File: src/rtl/regfile_pkg.sv
// Shared register-file write-back definitions: widths, register count and the
// arbitration-state encoding used by the round-robin grant logic.
package regfile_pkg;

    localparam int REG_ADDR_W = 5;
    localparam int DATA_W     = 32;
    localparam int NUM_REGS   = 32;

    typedef enum logic {
        LAST_ALU = 1'b0,
        LAST_MEM = 1'b1
    } arbState_t;

    // Register 0 is hardwired, so writes to it are accepted but dropped.
    function automatic logic isWritable(input logic [REG_ADDR_W-1:0] regAddr);
        return regAddr != '0;
    endfunction

endpackage

File: src/rtl/wb_rr_arb.sv
// Two-requester write-back grant logic. With WB_ROUND_ROBIN_EN defined, ties
// alternate via a LAST_ALU/LAST_MEM FSM; otherwise Mem has fixed priority.
module wb_rr_arb
    import regfile_pkg::*;
(
`ifdef WB_ROUND_ROBIN_EN
    input  logic clk,
    input  logic rst_n,
`endif
    input  logic stall,
    input  logic aluValid,
    input  logic memValid,
    output logic aluReady,
    output logic memReady
);

`ifdef WB_ROUND_ROBIN_EN
    arbState_t state;

    always_comb begin
        aluReady = 1'b0;
        memReady = 1'b0;
        if (!stall) begin
            if (aluValid && memValid) begin
                if (state == LAST_MEM) aluReady = 1'b1;
                else                   memReady = 1'b1;
            end else begin
                aluReady = aluValid;
                memReady = memValid;
            end
        end
    end

    // Reset to LAST_MEM so the ALU wins the first tie.
    always_ff @(posedge clk or negedge rst_n) begin
        if (!rst_n) begin
            state <= LAST_MEM;
        end else if (aluValid && aluReady) begin
            state <= LAST_ALU;
        end else if (memValid && memReady) begin
            state <= LAST_MEM;
        end
    end
`else
    always_comb begin
        memReady = !stall && memValid;
        aluReady = !stall && aluValid && !memValid;
    end
`endif

endmodule

File: src/rtl/regfile_wb_arbiter.sv
// Register-file write-back arbiter: one-cycle output register plus pending-writer
// scoreboard. Tie policy selected by WB_ROUND_ROBIN_EN (see wb_rr_arb).
module regfile_wb_arbiter
    import regfile_pkg::*;
(
    input  logic                  clk,
    input  logic                  rst_n,
    input  logic                  Stall,
    input  logic                  AluValid,
    input  logic [REG_ADDR_W-1:0] AluReg,
    input  logic [DATA_W-1:0]     AluData,
    output logic                  AluReady,
    input  logic                  MemValid,
    input  logic [REG_ADDR_W-1:0] MemReg,
    input  logic [DATA_W-1:0]     MemData,
    output logic                  MemReady,
    input  logic                  Reserve,
    input  logic [REG_ADDR_W-1:0] ReserveReg,
    output logic                  RegWrite,
    output logic [REG_ADDR_W-1:0] WriteRegister,
    output logic [DATA_W-1:0]     WriteData,
    output logic [NUM_REGS-1:0]   Pending
);

    logic                  aluXfer;
    logic                  memXfer;
    logic                  anyXfer;
    logic [REG_ADDR_W-1:0] xferReg;
    logic [DATA_W-1:0]     xferData;
    logic [NUM_REGS-1:0]   pendingNext;

    wb_rr_arb uArb (
`ifdef WB_ROUND_ROBIN_EN
        .clk      (clk),
        .rst_n    (rst_n),
`endif
        .stall    (Stall),
        .aluValid (AluValid),
        .memValid (MemValid),
        .aluReady (AluReady),
        .memReady (MemReady)
    );

    always_comb begin
        aluXfer  = AluValid && AluReady;
        memXfer  = MemValid && MemReady;
        anyXfer  = aluXfer || memXfer;
        xferReg  = aluXfer ? AluReg  : MemReg;
        xferData = aluXfer ? AluData : MemData;
    end

    // Clear before set so a same-edge reserve of the written register wins.
    always_comb begin
        pendingNext = Pending;
        if (anyXfer) begin
            pendingNext[xferReg] = 1'b0;
        end
        if (Reserve && isWritable(ReserveReg)) begin
            pendingNext[ReserveReg] = 1'b1;
        end
        pendingNext[0] = 1'b0;
    end

    always_ff @(posedge clk or negedge rst_n) begin
        if (!rst_n) begin
            RegWrite      <= 1'b0;
            WriteRegister <= '0;
            WriteData     <= '0;
            Pending       <= '0;
        end else begin
            RegWrite <= anyXfer && isWritable(xferReg);
            if (anyXfer) begin
                WriteRegister <= xferReg;
                WriteData     <= xferData;
            end
            Pending <= pendingNext;
        end
    end

endmodule
File: config.mk
export PLATFORM = sky130hd
export DESIGN_NAME = regfile_wb_arbiter
export DESIGN_NICKNAME = d
export VERILOG_FILES = /design/src/rtl/regfile_pkg.sv /design/src/rtl/wb_rr_arb.sv /design/src/rtl/regfile_wb_arbiter.sv
export SDC_FILE = /design/constraint.sdc
export NUM_CORES = 1
export LEC_CHECK = 0
export BUFFER_PORTS_ARGS = -buffer_cell sky130_fd_sc_hd__clkbuf_2
export CAP_MARGIN = 20
export CORE_UTILIZATION = 31
export CTS_BUF_LIST = sky130_fd_sc_hd__clkbuf_8
export DETAILED_ROUTE_END_ITERATION = 6
export GPL_TIMING_DRIVEN = 0
export PLACE_DENSITY = 0.56
export SLEW_MARGIN = 30
export SYNTH_ARGS = -nofsm -noshare
export SYNTH_HDL_FRONTEND = slang
export SYNTH_SLANG_ARGS = --single-unit
File: constraint.sdc
create_clock -name clk -period 1.1 [get_ports clk]
set_clock_uncertainty 0.05 [all_clocks]
set_input_delay 0.22 -clock clk [delete_from_list [all_inputs] [get_ports clk]]
set_output_delay 0.22 -clock clk [all_outputs]
set_load 0.02 [all_outputs]
==> results.md, run 1 <==
* Initial antenna violation count at 0
* Clock transition at path regs at 70 ps
* Placed Area at roughly 0.0044 sq mm
* Global Route Usage Sum at 19.2%
* Post-Synthesis Cells at 354
* Pre-antenna DRT Iters at 4
* CTS Root Cell: clkbuf_8
* IO Pins at around 160
* Cells along the critical path: buf_8 > nor3b_4 > buf_4 > mux2_2 > o31ai_1 > o21ai_1
* Mapped Avg Cell Area at a little under 10 sq um
* Commonest non-fill, non-tap cell in the layout: clkbuf_2
* Startpoint types: primary input
* Final setup margin at -206 ps
* Peak supply drop at roughly 540 uV
* Largest family of logic cells by synthesized area: compound AO/OA/AOI/OAI gates
* CTS H-tree depth at 3
* Number of remaining DRC errors at 0
* CORE AREA at around 0.011 sq mm
* LEAKAGE at 2.84 nW
* Die area at between 0.01 and 0.015 sq mm
* Final GP Congestion at between 0.7 and 0.8
* CTS tree: done
* Worst skew pair latency at between 300 and 400 ps
* Core Rows at 38
* Critical Path AT at roughly 1500 ps
* Final setup viols at ~100
* Crit end category: flip-flop
* Synth Area in Adders at 0%
* Post-synthesis sequential area ratio at between 50% and 60%
* Via count at between 3000 and 4000
* Post-synthesis xor/xnor area fraction at 0%
* Number of DRC markers in iteration 0 at between 150 and 200
* Antenna Cells at 0
* Die height at roughly 110 microns
* CP peak stage delay at approximately 400 ps
* Synth Area in Simple Gates at about 15%
* GRT overflow at 0
* WL final at roughly 11 mm
* Fin crit period at 1310 ps
* Final period util at 119%
* Clk sink count at 69
* Most frequent cells in the layout: clkbuf_2 (79), dfrtp_1 (69), nand2_1 (63)
* Max-Cap Viols at 0
* Port bufs at between 100 and 150
* Power per cell area at 1230 mW/mm^2
* Slowest CP cell: mux2_2
* Compound-Gate Fraction of Synth Area at about a quarter
* Detailed Place HPWL at 7.50 mm
* Fmax at between 0.7 and 0.8 GHz
* Hold Crit Class: in -> reg
* Yosys cell types at 32
* Number of synthesized register bits at 69
* Tightest Pin Transition at between 500 and 600 ps
* Max Fanout on Critical Path at 5
* Yosys warning count at 0
* Initial core utilization at between 30% and 40%
* RSZ-0062 raised after global routing: yes
* Width of the die at about 110 microns
* Status: complete, but fails checks
* Crit path required time at roughly 1300 ps
* Max Root-Sink Buffers at 2
* Drt via density at 4.95
* Mapped Area at between 0.003 and 0.004 sq mm
* Share of post-route cells with drive strength above 1 at roughly half
* Design Area, Final at ~0.0058 sq mm
* Relative max-transition margin at about 62%
* Failing checks: setup timing
* Number of global-route vias before repair at approximately 3400
* Nets at around 660
* Layout area overhead at 68.4%
* CTS Buf Count at 9
* First-pass GRT wire length at ~17 mm
* Avg WL per Cell at ~15 microns
* Final Hold Viols at 0
* Type of the worst setup path: in -> reg
* Pin count of the biggest net entering global routing at 70
* Max-slew violation count at 0
* Syn Nets at 439
* Post-route ant nets at 0
* Power Total at just over 7 mW
* Proportion of synthesized area in mux cells at 3.64%
==> metrics by stage <==
stage / utilization (%) / hold WS (ps) / setup WS, ps / instances / setup TNS, ps
floorplan: - / -126 / -418 / 354 / -10490
global placement: 40.6 / 410 / -849 / 642 / -85000
detailed placement: 40.7 / 223 / -657 / 642 / -28150
CTS: 47.8 / 98.8 / -149 / 692 / -9380
global route: 53.4 / 125 / -237 / 715 / -11970
finish: 53.4 / 106 / -206 / 715 / -8030
==> area by class of cell <==
type                       count  area, sq um
buffer                        25          183
inverter                      26         97.6
fill                        1001         5050
tap                          140          175
timing repair buffer         207         1740
clock buffer                  11          151
clock inverter                 5         26.3
multi-input combinational    232         1690
sequential                    69         1730
==> kinds of logic (layout without fill, tap and decap cells) <==
group | after synthesis | after routing
flops | 69 | 69
other cells | 1 | 1
simple gates | 104 | 104
mux | 12 | 12
buf+inv | 53 | 274
compound gates | 115 | 115
==> synth_stat cells (all sizes together) <==
library cell | number | area share [%]
nand2 | 63 | 6.9
conb | 1 | 0.11
nand4b | 1 | 0.25
a21boi | 1 | 0.22
nor3b | 9 | 2.1
nor2b | 3 | 0.55
mux2 | 4 | 1.3
a21oi | 3 | 0.44
or3b | 2 | 0.51
mux2i | 8 | 2.3
a22oi | 32 | 7.0
o221ai | 21 | 6.4
or3 | 1 | 0.18
nor3 | 3 | 0.44
nor2 | 3 | 0.33
clkbuf | 12 | 1.3
buf | 15 | 3.3
inv | 26 | 2.8
o211a | 1 | 0.51
dfrtp | 69 | 50
o31ai | 9 | 2.0
nand2b | 2 | 0.36
and2 | 1 | 0.18
nand3 | 5 | 0.73
o21ai | 48 | 7.1
nand3b | 11 | 2.4
==> final timing paths <==
check | start | to | slack (ps) | cells past startpoint
max | MemValid | Pending[29] | -210 | 6
min | AluData[20] | WriteData[20] | 110 | 3
max reg2reg | WriteRegister[4] | WriteRegister[4] | 100 | 4
min reg2reg | WriteData[10] | WriteData[10] | 450 | 2
max in group asynchronous | rst_n | WriteData[10] | 190 | 2
min in group asynchronous | rst_n | WriteRegister[2] | 400 | 2
==> critical path, delay by kind of cell <==
| family | cells | cell delay [ps] |
|---|---|---|
| muxes | 1 | 400 |
| AOI/OAI and AO/OA | 2 | 360 |
| buffers and inverters | 2 | 280 |
| and+or+nand+nor | 1 | 210 |
==> sequential cells by signal (all words and copies together), names as in the netlist <==
name and count:
WriteData 32, Pending 31, WriteRegister 5, RegWrite 1
==> what timing repair did <==
action / 4_1_cts / 5_1_grt
resized for setup: 79 / 179
endpoints found under the setup margin: 104 / 134
hold endpoints to repair: 69 / 0
hold buffers: 1 / 0
pin swaps: 9 / 4
setup buffers: 34 / 24
==> power breakdown <==
group	switching (mW)	internal [mW]	total (mW)
clock	0.978	0.922	1.90
combinational	1.07	1.14	2.21
sequential	0.204	2.80	3.00
==> metal layers <==
| metal | GRT usage, % | vias up | wire [microns] |
|---|---|---|---|
| li1 | - | 1698 | - |
| met1 | 24.0 | 1727 | 4730 |
| met2 | 31.5 | 100 | 5530 |
| met3 | 3.87 | 13 | 509 |
| met4 | 9.30 | 0 | 178 |
| met5 | 0 | - | 0 |
Note: power is estimated with default switching activity, not from simulation.
==> run 2, diff against run 1 <==
SYNTH_HIERARCHICAL = 1   (was unset)
==> run 2 against run 1 <==
Net effect:
- the run still ends with setup timing left
- non-clock buffer count grew 34
- sequential cell count is the same
- clock power grew 28%
- combinational power grew 6%
- synthesized cell count grew 4.2%
- critical path type unchanged
- largest power group unchanged
==> results.md, run 2 <==
* Status: complete, but fails checks
* Failing checks: setup timing
* Peak supply drop at 703 uV (+29%)
* Final GP Congestion at 0.810 (+1.4%)
* Max-slew violation count at 0 (unchanged)
* IO Pins at 157 (unchanged)
* Synth cell count leaders: dfrtp_1 (69), o21ai_0 (52), nand2_1 (48), mux2i_1 (38), nor2_1 (19)
* Critical Path AT at 1730 ps (+260 ps)
* Crit Reg-Reg Startpoint: Pending[10]
* Crit path to: RegWrite
* Antenna Cells at 0 (unchanged)
* RSZ-0062 raised after global routing: yes
* Power Total at 7.81 mW (+9.9%)
* Syn Nets at 454 (+3.4%)
* Relative max-transition margin at 62.4% (+0.39 points)
* Final period util at 143% (+24 points)
* Clock transition at path regs at 80 ps (about the same)
* Worst slack at placement at -957 ps (-300 ps)
* Mapped Area at 0.00352 sq mm (+2.4%)
* Max Root-Sink Buffers at 2 (unchanged)
* Final setup margin at -474 ps (-268 ps)
* Asr flop ratio synth at 100% (unchanged)
* First-pass GRT wire length at 18.6 mm (+11%)
* Clk sink count at 69 (unchanged)
* Hold Crit Class: in -> reg
* Reg-to-reg critical path endpoint: Pending[10]
* Number of flip-flops in the largest register at 32 (unchanged)
* Drt via density at 5.03 (+1.6%)
* CTS tree: done
* Power per cell area at 1190 mW/mm^2 (-3.5%)
* LEAKAGE at 3.19 nW (+12%)
* Fin crit period at 1570 ps (+268 ps)
* Avg WL per Cell at 16.9 microns (+10%)
* Type of the worst setup path: in -> reg
* CTS Buf Count at 9 (unchanged)
* Post-route ant nets at 0 (unchanged)
* Non-filler cells in the finished layout at 768 (+7.4%)
* Most frequent cells in the layout: clkbuf_2 (78), buf_4 (75), dfrtp_1 (69)
* Critical Path Source: MemValid
* Number of DRC markers in iteration 0 at 255 (+49%)
* Global Route Usage Sum at 20.9% (+1.7 points)
* Post-Synthesis Cells at 369 (+4.2%)
* Number of remaining DRC errors at 0 (unchanged)
* R2R depth at 5 (+1)
* CTS H-tree depth at 3 (unchanged)
* Count leader, synth: dfrtp_1
* Slack of the worst reg-to-reg path at -30 ps (-130 ps)
* Detailed Place HPWL at 8.26 mm (+10%)
* Tightest Pin Transition at 564 ps (-5.81 ps)
* Initial core utilization at 32.2% (+0.47 points)
* Layout area overhead at 87.2%
* Biggest regs: WriteData: 32 flops, Pending: 31 flops, WriteRegister: 5 flops
* Dominant synthesized flop cell: dfrtp_1
* Largest Register: WriteData
* Dpl cells at 660 (+2.8%)
* Max-Cap Viols at 0 (unchanged)
* Crit end category: flip-flop
* Crit path required time at 1260 ps (about the same)
* Worst skew pair latency at 340 ps (about the same)
* CTS Root Cell: clkbuf_8
* Synth top area cells: dfrtp_1 (49%), mux2i_1 (11%), o21ai_0 (7.4%)
* Final setup viols at 139 (+38%)
* WL final at 13.0 mm (+18%)
* Die area at 0.0118 sq mm (+2.3%)
* Port bufs at 151 (+2.0%)
* Mapped Avg Cell Area at 9.54 sq um (-1.8%)
* Cell taking the most area after synthesis: dfrtp_1
* Post-synthesis sequential area ratio at 49.1% (-1.2 points)
* Via count at 3860 (+9.1%)
* Max Fanout on Critical Path at 8 (+3)
* Util after Layout at 60.3% (+6.8 points)
* Yosys warning count at 6 (+6)
* Die height at 109 microns (+1.2%)
* Top-area cell type share of the netlist area at 49.1% (-1.2 points)
* Pre-antenna DRT Iters at 4 (unchanged)
* Width of the die at 109 microns (+1.2%)
* Share of post-route cells with drive strength above 1 at 54.1% (+4.1 points)
* Startpoint types: primary input
* Pin count of the biggest net entering global routing at 70 (unchanged)
* Commonest non-fill, non-tap cell in the layout: clkbuf_2
* CORE AREA at 0.0109 sq mm (+0.88%)
* Count of flip-flops with a built-in enable after synthesis at 0 (unchanged)
* Number of synthesized register bits at 69 (unchanged)
* Yosys cell types at 39 (+22%)
* Final Hold Viols at 0 (unchanged)
* Number of global-route vias before repair at 3605 (+7.5%)
* Core Rows at 38 (unchanged)
* Fmax at 0.635 GHz (-17%)
* Initial antenna violation count at 0 (unchanged)
* GRT overflow at 0 (unchanged)
* Nets at 708 (+8.1%)
run 2: cell types whose count changed after synthesis, moves of 10 or more:
cell,before,now
nor2_1,3,19
a22oi_1,32,0
mux2i_1,8,38
o221ai_1,15,0
inv_1,26,16
nand2_1,63,48
a31oi_1,0,17
run 2: routing by layer:
metal / GRT usage (%) / vias up / part of all wire [%]
met5: 0 / - / 0
met4: 7.43 / 0 / 1.8
met3: 4.70 / 17 / 7.2
met2: 36.0 / 161 / 51
met1: 25.5 / 1854 / 40
li1: - / 1828 / -
run 2: cell type report:
class	instances	area, sq um
Inverter	16	60.1
Multi-Input combinational cell	261	1970
Buffer	22	267
Sequential cell	69	1730
Clock buffer	11	151
Timing Repair Buffer	244	2150
Tap cell	140	175
Clock inverter	5	81.3
Fill cell	923	4350
run 2: what timing repair did:
item	4_1_cts	5_1_grt
gates cloned	5	0
setup buffers	65	26
endpoints found under the setup margin	137	139
endpoints found under the hold margin	69	0
hold buffers	1	0
resized for setup	159	152
pin swaps	22	11
run 2: metrics by stage:
step,setup TNS (ps),area (sq um),hold slack [ps]
after detailed placement,-49410,4590,222
after floorplan,-33200,3650,-126
final,-26830,6590,31.2
after global routing,-32000,6590,23.1
after CTS,-24350,5980,13.4
after global placement,-106120,4580,378
run 2: worst max-delay path, cell delays in order:
cell and delay (ps):
clkbuf_16 120, nor3b_4 220, buf_6 150, buf_12 110
nand2_8 50, or3_4 330, buf_8 160, o41ai_4 290
a41oi_2 80
run 2: cells by family after synthesis:
family / after synthesis / share of synthesized area (%)
DFF: 69 / 49.1
muxes: 39 / 11.1
AOI/OAI and AO/OA: 101 / 17.3
other: 1 / 0.107
and+or+nand+nor: 119 / 17.4
buffers and inverters: 40 / 5.05
run 2: report_power, final:
group	total (mW)	internal (mW)	switching, mW
combinational	2.35	1.25	1.10
sequential	3.03	2.82	0.206
clock	2.44	1.41	1.03
run 2: worst min-delay path by stage:
stage | end | startpoint | cells past startpoint
4_1_cts | WriteData[30] | AluData[30] | 3
3_5_place_dp | WriteData[20] | rst_n | 1
3_3_place_gp | WriteData[3] | AluData[3] | 3
6_report | WriteData[26] | AluData[26] | 3
2_1_floorplan | Pending[10] | rst_n | 0
5_1_grt | WriteData[12] | AluData[12] | 3
